<file path="src/rtl/pad_input_bank_ctrl_if.sv">
// Signal bundle between the pad-input bank controller and its environment.
// The master side drives the enable request, pad mask and raw pad levels;
// the slave side (the controller) returns the IO-cell enables, the ready
// status, the filtered levels and the edge pulses.
interface pad_input_bank_ctrl_if #(
  parameter int WIDTH = 8
);
  logic             enable;
  logic [WIDTH-1:0] pin_mask;
  logic [WIDTH-1:0] pad_i;
  logic [WIDTH-1:0] pad_ie;
  logic             ready;
  logic [WIDTH-1:0] value;
  logic [WIDTH-1:0] rise;
  logic [WIDTH-1:0] fall;

  modport master (
    output enable, pin_mask, pad_i,
    input  pad_ie, ready, value, rise, fall
  );

  modport slave (
    input  enable, pin_mask, pad_i,
    output pad_ie, ready, value, rise, fall
  );
endinterface

</file>
<file path="src/rtl/pad_input_bank_ctrl.sv">
// Pad-input bank controller.
// Sequences the input-enables of a bank of WIDTH IO cells (IDLE -> SETTLE ->
// ACTIVE), then synchronises and debounces the asynchronous receive outputs,
// reporting filtered levels and single-cycle rise/fall pulses.
// Constraints on the parameters: SYNC_STAGES >= 2,
// SETTLE_CYCLES >= SYNC_STAGES, DEBOUNCE_CYCLES >= 1.
module pad_input_bank_ctrl #(
  parameter int WIDTH           = 8,
  parameter int SYNC_STAGES     = 2,
  parameter int SETTLE_CYCLES   = 16,
  parameter int DEBOUNCE_CYCLES = 4
) (
  input logic                   clock,
  input logic                   reset_n,
  pad_input_bank_ctrl_if.slave  bus
);

  localparam int MAX_CYC = (SETTLE_CYCLES > DEBOUNCE_CYCLES) ? SETTLE_CYCLES : DEBOUNCE_CYCLES;
  localparam int CNT_W   = $clog2(MAX_CYC + 1);
  localparam logic [CNT_W-1:0] SETTLE_LAST = CNT_W'(SETTLE_CYCLES - 1);
  localparam logic [CNT_W-1:0] DEB_LAST    = CNT_W'(DEBOUNCE_CYCLES - 1);

  typedef enum logic [1:0] {
    IDLE   = 2'd0,
    SETTLE = 2'd1,
    ACTIVE = 2'd2
  } state_t;

  state_t           state;
  state_t           state_nxt;

  logic [WIDTH-1:0] mask_q;
  logic [WIDTH-1:0] mask_nxt;
  logic [CNT_W-1:0] settle_cnt;

  logic [WIDTH-1:0] pad_ie_q;
  logic [WIDTH-1:0] pad_ie_d;
  logic             ready_q;
  logic             ready_d;

  // Synchroniser chain: sync_p[0] samples the pads, the last stage is used.
  logic [WIDTH-1:0] sync_p [SYNC_STAGES];
  logic [WIDTH-1:0] s;

  logic [CNT_W-1:0] deb_cnt [WIDTH];
  logic [WIDTH-1:0] value_q;
  logic [WIDTH-1:0] rise_q;
  logic [WIDTH-1:0] fall_q;

  // Masked bits are forced low so they can never load, debounce or pulse.
  assign s = sync_p[SYNC_STAGES-1] & mask_q;

  // State register.
  always_ff @(posedge clock or negedge reset_n) begin
    if (!reset_n) begin
      state <= IDLE;
    end else begin
      state <= state_nxt;
    end
  end

  // Next-state decode; dropping enable always returns to IDLE.
  always_comb begin
    state_nxt = state;
    case (state)
      IDLE: begin
        if (bus.enable) state_nxt = SETTLE;
      end
      SETTLE: begin
        if (!bus.enable)                    state_nxt = IDLE;
        else if (settle_cnt == SETTLE_LAST) state_nxt = ACTIVE;
      end
      ACTIVE: begin
        if (!bus.enable) state_nxt = IDLE;
      end
      default: state_nxt = IDLE;
    endcase
  end

  // Output decode from the next state so pad_ie/ready register in step with state.
  always_comb begin
    mask_nxt = mask_q;
    if (state == IDLE && bus.enable) mask_nxt = bus.pin_mask;
    pad_ie_d = (state_nxt != IDLE) ? mask_nxt : '0;
    ready_d  = (state_nxt == ACTIVE);
  end

  // Control registers: mask capture, settle counter, pad enables, ready.
  always_ff @(posedge clock or negedge reset_n) begin
    if (!reset_n) begin
      mask_q     <= '0;
      settle_cnt <= '0;
      pad_ie_q   <= '0;
      ready_q    <= 1'b0;
    end else begin
      mask_q   <= mask_nxt;
      pad_ie_q <= pad_ie_d;
      ready_q  <= ready_d;
      if (state == SETTLE && state_nxt == SETTLE) begin
        settle_cnt <= settle_cnt + 1'b1;
      end else begin
        settle_cnt <= '0;
      end
    end
  end

  // Synchroniser: runs while the cells are enabled, held cleared in IDLE.
  always_ff @(posedge clock or negedge reset_n) begin
    if (!reset_n) begin
      for (int i = 0; i < SYNC_STAGES; i++) sync_p[i] <= '0;
    end else if (state == IDLE) begin
      for (int i = 0; i < SYNC_STAGES; i++) sync_p[i] <= '0;
    end else begin
      sync_p[0] <= bus.pad_i;
      for (int i = 1; i < SYNC_STAGES; i++) sync_p[i] <= sync_p[i-1];
    end
  end

  // Debounce filter: load on ACTIVE entry, then require DEBOUNCE_CYCLES
  // consecutive differing samples before a bit changes and pulses.
  always_ff @(posedge clock or negedge reset_n) begin
    if (!reset_n) begin
      value_q <= '0;
      rise_q  <= '0;
      fall_q  <= '0;
      for (int k = 0; k < WIDTH; k++) deb_cnt[k] <= '0;
    end else begin
      rise_q <= '0;
      fall_q <= '0;
      if (state == SETTLE && state_nxt == ACTIVE) begin
        value_q <= s;
        for (int k = 0; k < WIDTH; k++) deb_cnt[k] <= '0;
      end else if (state == ACTIVE && state_nxt == ACTIVE) begin
        for (int k = 0; k < WIDTH; k++) begin
          if (s[k] == value_q[k]) begin
            deb_cnt[k] <= '0;
          end else if (deb_cnt[k] == DEB_LAST) begin
            value_q[k] <= s[k];
            rise_q[k]  <= s[k];
            fall_q[k]  <= ~s[k];
            deb_cnt[k] <= '0;
          end else begin
            deb_cnt[k] <= deb_cnt[k] + 1'b1;
          end
        end
      end else begin
        // IDLE, SETTLE, or leaving ACTIVE: value drops to 0 silently.
        value_q <= '0;
        for (int k = 0; k < WIDTH; k++) deb_cnt[k] <= '0;
      end
    end
  end

  assign bus.pad_ie = pad_ie_q;
  assign bus.ready  = ready_q;
  assign bus.value  = value_q;
  assign bus.rise   = rise_q;
  assign bus.fall   = fall_q;

endmodule

</file>
<file path="src/flat_wrapper.sv">
// flat-port wrapper written by rule: the top's interface ports become plain ports
module pad_input_bank_ctrl_flat 
#(
  parameter int WIDTH           = 8,
  parameter int SYNC_STAGES     = 2,
  parameter int SETTLE_CYCLES   = 16,
  parameter int DEBOUNCE_CYCLES = 4
)
  (clock, reset_n, bus_enable, bus_pin_mask, bus_pad_i, bus_pad_ie, bus_ready, bus_value, bus_rise, bus_fall);
  pad_input_bank_ctrl_if #(.WIDTH(WIDTH)) bus_i ();
  input logic clock;
  input logic reset_n;
  input wire logic [$bits(bus_i.enable)-1:0] bus_enable;
  input wire logic [$bits(bus_i.pin_mask)-1:0] bus_pin_mask;
  input wire logic [$bits(bus_i.pad_i)-1:0] bus_pad_i;
  output wire logic [$bits(bus_i.pad_ie)-1:0] bus_pad_ie;
  output wire logic [$bits(bus_i.ready)-1:0] bus_ready;
  output wire logic [$bits(bus_i.value)-1:0] bus_value;
  output wire logic [$bits(bus_i.rise)-1:0] bus_rise;
  output wire logic [$bits(bus_i.fall)-1:0] bus_fall;
  assign bus_i.enable = bus_enable;
  assign bus_i.pin_mask = bus_pin_mask;
  assign bus_i.pad_i = bus_pad_i;
  assign bus_pad_ie = bus_i.pad_ie;
  assign bus_ready = bus_i.ready;
  assign bus_value = bus_i.value;
  assign bus_rise = bus_i.rise;
  assign bus_fall = bus_i.fall;
  pad_input_bank_ctrl #(.WIDTH(WIDTH), .SYNC_STAGES(SYNC_STAGES), .SETTLE_CYCLES(SETTLE_CYCLES), .DEBOUNCE_CYCLES(DEBOUNCE_CYCLES)) u_core (.clock(clock), .reset_n(reset_n), .bus(bus_i));
endmodule
</file>
<file path="config.mk">
export PLATFORM = sky130hd
export DESIGN_NAME = pad_input_bank_ctrl_flat
export DESIGN_NICKNAME = d
export VERILOG_FILES = /design/src/rtl/pad_input_bank_ctrl_if.sv /design/src/rtl/pad_input_bank_ctrl.sv /design/src/flat_wrapper.sv
export SDC_FILE = /design/constraint.sdc
export NUM_CORES = 1
export LEC_CHECK = 0
export ABC_AREA = 1
export BUFFER_PORTS_ARGS = -buffer_cell sky130_fd_sc_hd__buf_2
export CAP_MARGIN = 20
export CELL_PAD_IN_SITES_DETAIL_PLACEMENT = 0
export CELL_PAD_IN_SITES_GLOBAL_PLACEMENT = 1
export CORE_UTILIZATION = 40
export CTS_CLUSTER_DIAMETER = 200
export DETAILED_ROUTE_END_ITERATION = 16
export GPL_ROUTABILITY_DRIVEN = 0
export PLACE_DENSITY_LB_ADDON = 0.05
export RECOVER_POWER = 100
export REMOVE_ABC_BUFFERS = 1
export SYNTH_ARGS = -nofsm -noshare
export SYNTH_HDL_FRONTEND = slang
export SYNTH_SLANG_ARGS = --single-unit
</file>
<file path="constraint.sdc">
create_clock -name clock -period 1.5 [get_ports clock]
set_input_delay 0.075 -clock clock [delete_from_list [all_inputs] [get_ports clock]]
set_output_delay 0.075 -clock clock [all_outputs]
set_load 0.005 [all_outputs]
</file>
# After elaboration in Yosys (flattened, before gate mapping)
# Index checks and enable logic that the tools add are counted.
dict set report word_totals {
  ram_bits 0
  latch_bits 0
  elab_cells 175
  rom_bits 0
  reg_bits 104
  n_memories 0
  in_bits 19
}
dict set report op_classes {
  n_eq_ne 37
  n_lt_le_gt_ge 0
  addsub 9
  mul 0
  div_mod_pow 0
  muxes 81
  shifts 0
  n_bitwise 9
  reduce_logical 14
}
# op count
set ops {}
lappend ops {{$mux W5} 17}
lappend ops {{$mux W40} 2}
lappend ops {{$mux W8} 8}
lappend ops {{$mux W1} 48}
lappend ops {{$ne A3 B2 Y1 const B} 16}
lappend ops {{$add A5 B1 Y5 const B} 9}
lappend ops {{$eq A5 B2 Y1 const B} 8}
lappend ops {{$mux W16} 1}
lappend ops {{$reduce_and A2 Y1} 8}
lappend ops {{$and A8 B8 Y8} 1}
lappend ops {{$eq A1 B1 Y1} 8}
lappend ops {{$mux W2} 4}
lappend ops {{$not A1 Y1} 8}
lappend ops {{$pmux W2 S3} 1}
lappend ops {{$eq A5 B4 Y1 const B} 1}
lappend ops {{$eq A2 B1 Y1 const B} 2}
lappend ops {{$eq A2 B2 Y1 const B} 2}
lappend ops {{$logic_and A1 B1 Y1} 4}
lappend ops {{$logic_not A2 Y1} 1}
lappend ops {{$reduce_bool A2 Y1} 1}

# Logic depth before layout (Yosys ltp)
# Gate-level depths: netlist of the first run.
dict set report logic_depth {
  ltp_word 8
  mapped_depth 10
  ltp_nobuf 10
}

# Worst setup path after synthesis of the first run
# No wires, ideal clock.
dict set report synth_timing {
  kind {register to register}
  from {register u_core.settle_cnt[0]}
  to {register u_core.value_q[3] (netlist: u_core.bus.value[3])}
  period_less_slack_ns 1.488
  slack_ns 0.012
  path_buffers 0
  path_stages_with_launch 11
  setup_time_ns 0.116
  t_arrival_ns 1.371
  cell_sequence {dfrtp_1 ha_1 nand2_1 nor2_1 ha_1 nand2_1 clkinv_1 nand3_1 nand2_1 nand2_1 nand2_1}
}
dict set report synth_via {
  elab_chain_cells 8
  elab_cells_between_ends 12
}
# element line_no
set synth_rtl {}
lappend synth_rtl {{from (decl)} pad_input_bank_ctrl.sv:34} ;# logic [CNT_W-1:0] settle_cnt;
lappend synth_rtl {{from (signal assigned)} pad_input_bank_ctrl.sv:100} ;# settle_cnt <= settle_cnt + 1'b1;
lappend synth_rtl {{$eq A5 B4 Y1 (*)} pad_input_bank_ctrl.sv:71} ;# else if (settle_cnt == SETTLE_LAST) state_nxt = ACTIVE;
lappend synth_rtl {{$mux W2 (*)} pad_input_bank_ctrl.sv:71}
lappend synth_rtl {{$mux W2 (*)} pad_input_bank_ctrl.sv:70} ;# if (!bus.enable) state_nxt = IDLE;
lappend synth_rtl {{$pmux W2 S3 (*)} pad_input_bank_ctrl.sv:65} ;# case (state)
lappend synth_rtl {{$eq A2 B2 Y1 (*)} {pad_input_bank_ctrl.sv:130, pad_input_bank_ctrl.sv:133}}
lappend synth_rtl {{$logic_and A1 B1 Y1 (on tied branches)} {pad_input_bank_ctrl.sv:133, pad_input_bank_ctrl.sv:130}}
lappend synth_rtl {{$ne A3 B2 Y1 (no source line) or $mux W8 (tied branches)} n/a}
lappend synth_rtl {{$reduce_and A2 Y1 (no source line) or $mux W8 (tied branches)} n/a}
lappend synth_rtl {{to (signal assigned)} pad_input_bank_ctrl.sv:131} ;# value_q <= s;
lappend synth_rtl {{to (signal, indexed assignment)} pad_input_bank_ctrl.sv:138} ;# value_q[k] <= s[k];
lappend synth_rtl {{to (decl)} pad_input_bank_ctrl.sv:46} ;# logic [WIDTH-1:0] value_q;
# Mark *: on every way between the ends. The rest lies on a longest branch, timed or not.
# A chain may end at the register's enable or synchronous reset.

# Worst setup path after layout of the first run
dict set report layout_timing {
  from {register u_core.settle_cnt[0]}
  to {register u_core.settle_cnt[2]}
}
dict set report layout_via {
  elab_chain_cells 7
  elab_cells_between_ends 8
}
# element line_no
set layout_rtl {}
lappend layout_rtl {{$eq A5 B4 Y1} pad_input_bank_ctrl.sv:71}
lappend layout_rtl {{$mux W2} pad_input_bank_ctrl.sv:71}
lappend layout_rtl {{$mux W2} pad_input_bank_ctrl.sv:70}
lappend layout_rtl {{$pmux W2 S3} pad_input_bank_ctrl.sv:65}
lappend layout_rtl {{$eq A2 B1 Y1} pad_input_bank_ctrl.sv:99} ;# if (state == SETTLE && state_nxt == SETTLE) begin
lappend layout_rtl {{$logic_and A1 B1 Y1} pad_input_bank_ctrl.sv:99}
lappend layout_rtl {{$mux W5 (*)} pad_input_bank_ctrl.sv:99}
# Marked as above.

==> results.py, run 1 <==
metrics = {
    "worst_setup_path": {
        "cp_cell_sequence": "ha_2, nand2_2, nor2_2, ha_2, nand2_2, nand4_1, nor3b_2",
        "critPathMaxFanout": 6,
        "critPathLaunchType": "flip-flop",
        "cp-endpoint": "u_core.settle_cnt[2]",
        "r2r_cells": 7,
        "slowest_stage": "dfrtp_1",
        "r2r-end": "u_core.settle_cnt[2]",
        "crit_buf_inv": 0,
        "required_ns": 1.77,
        "r2r-start": "u_core.settle_cnt[0]",
        "crit_path_end_kind": "flip-flop",
        "path_delay_family": "simple AND/OR/NAND/NOR gates",
        "cpPeakStageDelay_ns": 0.38,
        "cp_num_cells": 7,
        "crit_type": "reg -> reg",
        "arrival_ns": 1.72,
        "reg2reg_slack_ns": 0.05,
        "critPathLaunch": "u_core.settle_cnt[0]",
    },
    "synth": {
        "synth_top_area_share_pct": 57.27,
        "ys_seq_elements": 104,
        "synth_edf_count": 0,
        "synth_area_leaders": "dfrtp_1 (57%), nand2_1 (9.7%), inv_1 (7.5%)",
        "synth_cells": 515,
        "synth_top_area_cell": "dfrtp_1",
        "synth.cell_area_um2": 4544,
        "async_flop_share_pct": 100.0,
        "yosysMostFrequentCell": "nand2_1",
        "synth-main-ff-cell": "dfrtp_1",
        "synth.distinct_cells": 24,
        "ys_warn_count": 0,
        "ys_top_cells_by_count": "nand2_1 (117), dfrtp_1 (104), inv_1 (91), nor2_1 (85), nand3_1 (43)",
        "synth.avg_cell_area_um2": 8.824,
        "ys_seq_area_share_pct": 57.27,
    },
    "power_and_ir_drop": {
        "p_per_area_nw_per_um2": 1050,
        "intPower_uw": 4485,
        "vdd_drop_max_v": 0.0009823,
        "power.switching_uw": 1305,
        "p_seq_share_pct": 51.6,
        "p_leak_uw": 0.002764,
        "comb_power_share_pct": 7.0,
        "swShare_pct": 22.54,
        "power_frac_clock_pct": 41.4,
    },
    "grt": {
        "grt_max_degree": 44,
        "grt-ovfl-total": 0,
        "grt_pass1_vias": 3172,
        "gr-usage-all-layers_pct": 16.90,
        "grt_pass1_wl_um": 14940,
        "grt_antenna_before_repair": 0,
    },
    "sta": {
        "rsz0062_at_grt": "yes",
        "worst_slew_pin_slew_ns": 0.7861,
        "fmax_ghz": 0.6904,
        "min_period_ns": 1.448,
        "setup_viol": 0,
        "maxSlewHeadroom_pct": 47.59,
        "fin_ws_ns": 0.05161,
        "fin_crit_sh_pct": 96.56,
        "clock_skew_ns": 0.006095,
        "finalMaxSlewViolations": 0,
        "hold_viol_final": 0,
    },
    "layout": {
        "instances_no_fill": 746,
        "fin_nets": 631,
        "n_fill_cell": 1068,
        "drive_gt1_share_pct": 13.53,
        "num_antenna_cells": 0,
        "area.growth.synth_to_final_pct": 21.28,
    },
    "floorplan": {
        "io-pin-count": 52,
        "die-area_um2": 11790,
        "core_area_um2": 10940,
        "die_h_um": 108.6,
        "die_x_um": 108.6,
        "rows": 38,
        "initial_utilization_pct": 41.56,
    },
    "clocking": {
        "clock_latency_ns": 0.35,
        "cts-htree-levels": 3,
        "cts_sinks": 104,
        "cts-root-buf": "clkbuf_16",
        "cts_tree": "built",
        "clk_pin_slew_ns": 0.07,
        "cts-buffers-inserted": 9,
        "clock_path_buffers": 2,
    },
    "placement": {
        "dp.cells": 713,
        "dp_hpwl_um": 6260,
        "numPortBuffers": 51,
        "place_ws_ns": -0.07002,
    },
    "drt": {
        "ant_nets": 0,
        "routed_via_density": 4.420,
        "drc": 0,
        "wl_per_cell_um": 11.71,
        "first_pass_iters": 4,
        "routed_wl_um": 8734,
        "num_vias": 3297,
        "drt_iter0_drc": 109,
    },
    "worst_hold_path": {
        "min_path_type": "in -> reg",
        "hp-start": "bus_pin_mask[2]",
    },
    "run": {
        "drv_cap": 0,
    },
    "status": {
        "status": "finished clean",
    },
}
## registers in the layout, summed over array words and instances (netlist names)
signal,cells
u_core.deb_cnt,40
u_core.sync_p,16
u_core.state,2
u_core.bus.pad_ie,8
u_core.bus.ready,1
u_core.bus.fall,8
u_core.settle_cnt,5
u_core.bus.rise,8
u_core.bus.value,8
u_core.mask_q,8
## cell usage in the layout (no fill, tap or decap), types with 2 or more instances in the layout
| cell type | count |
|---|---|
| buf_4 | 9 |
| o21ai_0 | 8 |
| clkbuf_8 | 3 |
| nor2_2 | 2 |
| nor2_1 | 84 |
| dfrtp_1 | 104 |
| ha_1 | 8 |
| nand3_1 | 40 |
| xnor2_1 | 8 |
| buf_2 | 30 |
| nand3_2 | 8 |
| nor3_1 | 8 |
| nor3_2 | 3 |
| inv_1 | 92 |
| nand4_1 | 2 |
| nand2_2 | 4 |
| clkinv_2 | 2 |
| clkbuf_16 | 9 |
| clkbuf_2 | 3 |
| buf_6 | 2 |
| ha_2 | 2 |
| nand2_1 | 114 |
| clkbuf_1 | 21 |
| dlygate4sd3_1 | 16 |
| xor2_1 | 16 |
## layer usage
| metal | track usage (%) | up-vias | wire length, um |
|---|---|---|---|
| met5 | 0 | - | 0 |
| met4 | 6.081 | 0 | 116 |
| met3 | 5.184 | 11 | 333 |
| met2 | 25.99 | 49 | 3983 |
| met1 | 22.48 | 1522 | 4300 |
| li1 | - | 1715 | - |
## worst reg2reg max path, stage by stage, from the launching register on
cell and delay (ns):
dfrtp_1 0.38, ha_2 0.20, nand2_2 0.07, nor2_2 0.04, ha_2 0.17, nand2_2 0.08
nand4_1 0.22, nor3b_2 0.21
## power by group through the flow
stage	logic, uW	registers, uW	clock network (uW)
after detailed placement	399	3040	0
final	408	2990	2390
after CTS	434	2990	2500
after global routing	481	3000	2570
after floorplan	190	3030	0
after global placement	393	3040	0
## cell type report
cell class | count | area (um^2) | share of cell area (%)
clock buffer | 12 | 266.5 | 4.835
clock inverter | 3 | 40.04 | 0.7264
inverter | 93 | 351.6 | 6.379
multi-input combinational | 311 | 1558 | 28.26
sequential | 104 | 2603 | 47.22
tap | 140 | 175.2 | 3.178
timing repair buffer | 83 | 518.0 | 9.398
## kinds of logic after synthesis
family | share of synthesized area, %
and+or+nand+nor | 25.25
xor gates and xnor gates | 4.626
DFF | 57.27
buffers and inverters | 9.003
adders and majority gates | 2.753
AOI/OAI and AO/OA | 1.101
## metrics by stage
stage | TNS [ns] | cell area (um^2) | total power (uW) | utilization (%) | hold WS (ns)
3_5_place_dp | -0.5992 | 5060 | 3436 | 46.27 | 0.05211
4_1_cts | 0 | 5547 | 5919 | 50.72 | 0.01754
2_1_floorplan | -1.797 | 4484 | 3221 | - | -0.2206
6_report | 0 | 5512 | 5789 | 50.40 | 0.02318
5_1_grt | -1.069 | 5512 | 6059 | 50.40 | 0.03988
3_3_place_gp | -0.06225 | 5060 | 3430 | 46.27 | 0.04526
## what timing repair did
action,in CTS,in global routing
setup endpoints to repair,13,15
pin swaps,1,11
hold endpoints to repair,46,0
hold buffers,16,0
buffers inserted,1,1
gates resized for setup,5,10
## worst min path at each step
stage                          to  slack, ns  depth (start not counted)
2_1_floorplan  u_core.bus.fall[0]      -0.22                          0
3_3_place_gp   u_core.deb_cnt[15]       0.05                          1
3_5_place_dp   u_core.deb_cnt[16]       0.05                          1
4_1_cts          u_core.mask_q[2]       0.02                          3
5_1_grt          u_core.mask_q[2]       0.04                          3
6_report         u_core.mask_q[2]       0.02                          3
No activity file was read; power rests on OpenSTA's default activity.
==> inputs of run 2 (changes only) <==
--- a/config.mk
+++ b/config.mk
@@ -17,6 +17,7 @@
 export PLACE_DENSITY_LB_ADDON = 0.05
 export RECOVER_POWER = 100
 export REMOVE_ABC_BUFFERS = 1
+export SETUP_SLACK_MARGIN = 0.5
 export SYNTH_ARGS = -nofsm -noshare
 export SYNTH_HDL_FRONTEND = slang
 export SYNTH_SLANG_ARGS = --single-unit
==> results.py, run 2 (synthesized netlist as in run 1, its figures left out) <==
metrics = {
    "floorplan": {
        "rows": 38,
        "initial_utilization_pct": 41.56,
        "io-pin-count": 52,
        "die_x_um": 108.6,
        "core_area_um2": 10940,
        "die_h_um": 108.6,
        "die-area_um2": 11790,
    },
    "worst_setup_path": {
        "crit_path_end_kind": "flip-flop",
        "critPathLaunch": "u_core.settle_cnt[0]",
        "critPathMaxFanout": 5,
        "critPathLaunchType": "flip-flop",
        "r2r_cells": 8,
        "cp_cell_sequence": "ha_2, nand2_2, nor2_2, ha_2, nand2_2, nand4_1, buf_6, nor3b_2",
        "arrival_ns": 1.75,
        "r2r-start": "u_core.settle_cnt[0]",
        "cpPeakStageDelay_ns": 0.38,
        "required_ns": 1.78,
        "reg2reg_slack_ns": 0.03,
        "crit_type": "reg -> reg",
        "cp-endpoint": "u_core.settle_cnt[2]",
        "r2r-end": "u_core.settle_cnt[2]",
        "slowest_stage": "dfrtp_1",
    },
    "grt": {
        "grt-ovfl-total": 0,
        "gr-usage-all-layers_pct": 18.94,
        "grt_pass1_wl_um": 16670,
        "grt_antenna_before_repair": 0,
        "grt_max_degree": 44,
        "grt_pass1_vias": 3485,
    },
    "drt": {
        "drt_iter0_drc": 135,
        "drc": 0,
        "routed_via_density": 4.597,
        "wl_per_cell_um": 13.49,
        "first_pass_iters": 4,
        "routed_wl_um": 10670,
        "num_vias": 3636,
        "ant_nets": 0,
    },
    "layout": {
        "top_register": "u_core.deb_cnt",
        "drive_gt1_share_pct": 39.78,
        "reg_top3": "u_core.deb_cnt x40, u_core.sync_p x16",
        "num_antenna_cells": 0,
        "design_area_um2": 6969,
        "largest_register_ffs": 40,
        "area.growth.synth_to_final_pct": 53.36,
        "final_common_cell": "dfrtp_1",
        "instances_no_fill": 791,
        "layout_common_cells": "dfrtp_1 (103), nand2_1 (86), inv_1 (85)",
        "fin_nets": 676,
        "fin_util_pct": 63.73,
        "n_fill_cell": 906,
    },
    "sta": {
        "fin_crit_sh_pct": 97.72,
        "setup_viol": 0,
        "clock_skew_ns": 0.008040,
        "finalMaxSlewViolations": 0,
        "fin_ws_ns": 0.03423,
        "fmax_ghz": 0.6822,
        "rsz0062_at_grt": "yes",
        "worst_slew_pin_slew_ns": 0.8016,
        "maxSlewHeadroom_pct": 46.56,
        "min_period_ns": 1.466,
        "hold_viol_final": 0,
    },
    "clocking": {
        "cts-buffers-inserted": 9,
        "clock_latency_ns": 0.35,
        "clk_pin_slew_ns": 0.07,
        "cts_sinks": 104,
        "clock_path_buffers": 2,
        "cts-root-buf": "clkbuf_16",
        "cts-htree-levels": 3,
        "cts_tree": "built",
    },
    "power_and_ir_drop": {
        "power_uw": 6219,
        "vdd_drop_max_v": 0.0009775,
        "p_per_area_nw_per_um2": 892.3,
        "p_leak_uw": 0.003295,
    },
    "placement": {
        "placed_area_um2": 5060,
        "numPortBuffers": 51,
        "dp.cells": 713,
        "place_ws_ns": -0.07002,
        "dp_hpwl_um": 6260,
    },
    "worst_hold_path": {
        "min_path_type": "in -> reg",
    },
    "status": {
        "status": "finished clean",
    },
    "run": {
        "drv_cap": 0,
    },
}
[run 2: timing repair]
| action | CTS | global route |
|---|---|---|
| hold endpoints to repair | 49 | 0 |
| pin swaps | 52 | 46 |
| hold buffers | 17 | 0 |
| endpoints found under the setup margin | 112 | 112 |
| buffers inserted | 26 | 13 |
| resized for setup | 124 | 140 |
| gates cloned | 5 | 2 |
[run 2: metal layers]
| metal | vias up | GRT usage [%] | part of all wire [%] |
|---|---|---|---|
| met5 | - | 0 | 0 |
| met4 | 0 | 6.081 | 1.1 |
| met3 | 10 | 5.184 | 3.2 |
| met2 | 47 | 30.06 | 50 |
| met1 | 1762 | 25.11 | 45 |
| li1 | 1817 | - | - |
[run 2: power breakdown]
| part | switching [uW] | leakage, uW | total, uW | internal, uW |
|---|---|---|---|---|
| Combinational | 474 | 0.00174 | 814 | 339 |
| Sequential | 64.5 | 0.00140 | 2990 | 2920 |
| Clock | 1000 | 0.000154 | 2420 | 1420 |
[run 2: layout make-up]
cell class              instances  area [um^2]  area share [%]
repair buffers                126         1102           15.82
multi-input cells             313         2420           34.72
clock buffers                  12        266.5           3.824
inverters                      93        361.6           5.189
flip-flops and latches        104         2604           37.36
clock inverters                 3        40.04          0.5745
well taps                     140        175.2           2.513
[run 2: stage by stage]
stage	setup TNS [ns]	hold slack, ns
after floorplan	-1.797	-0.2206
after global placement	-0.06225	0.04526
after detailed placement	-0.5992	0.05211
after CTS	0	0.1635
after global routing	-0.8350	0.2451
final	0	0.2284
[run 2: worst max-delay path: cells and delay by family (launching register included)]
kind	cells	cell delay (ns)
simple gates	5	0.47
flops	1	0.38
buf+inv	1	0.19
fa+ha+maj	2	0.36
[run 2: how the worst min path moves through the flow]
stage,startpoint,endpoint,cells past startpoint,slack [ns]
2_1_floorplan,reset_n,u_core.bus.fall[0],0,-0.22
3_3_place_gp,reset_n,u_core.deb_cnt[15],1,0.05
3_5_place_dp,reset_n,u_core.deb_cnt[16],1,0.05
4_1_cts,bus_enable,u_core.bus.pad_ie[5],4,0.16
5_1_grt,bus_enable,u_core.mask_q[7],4,0.25
6_report,bus_enable,u_core.mask_q[7],4,0.23
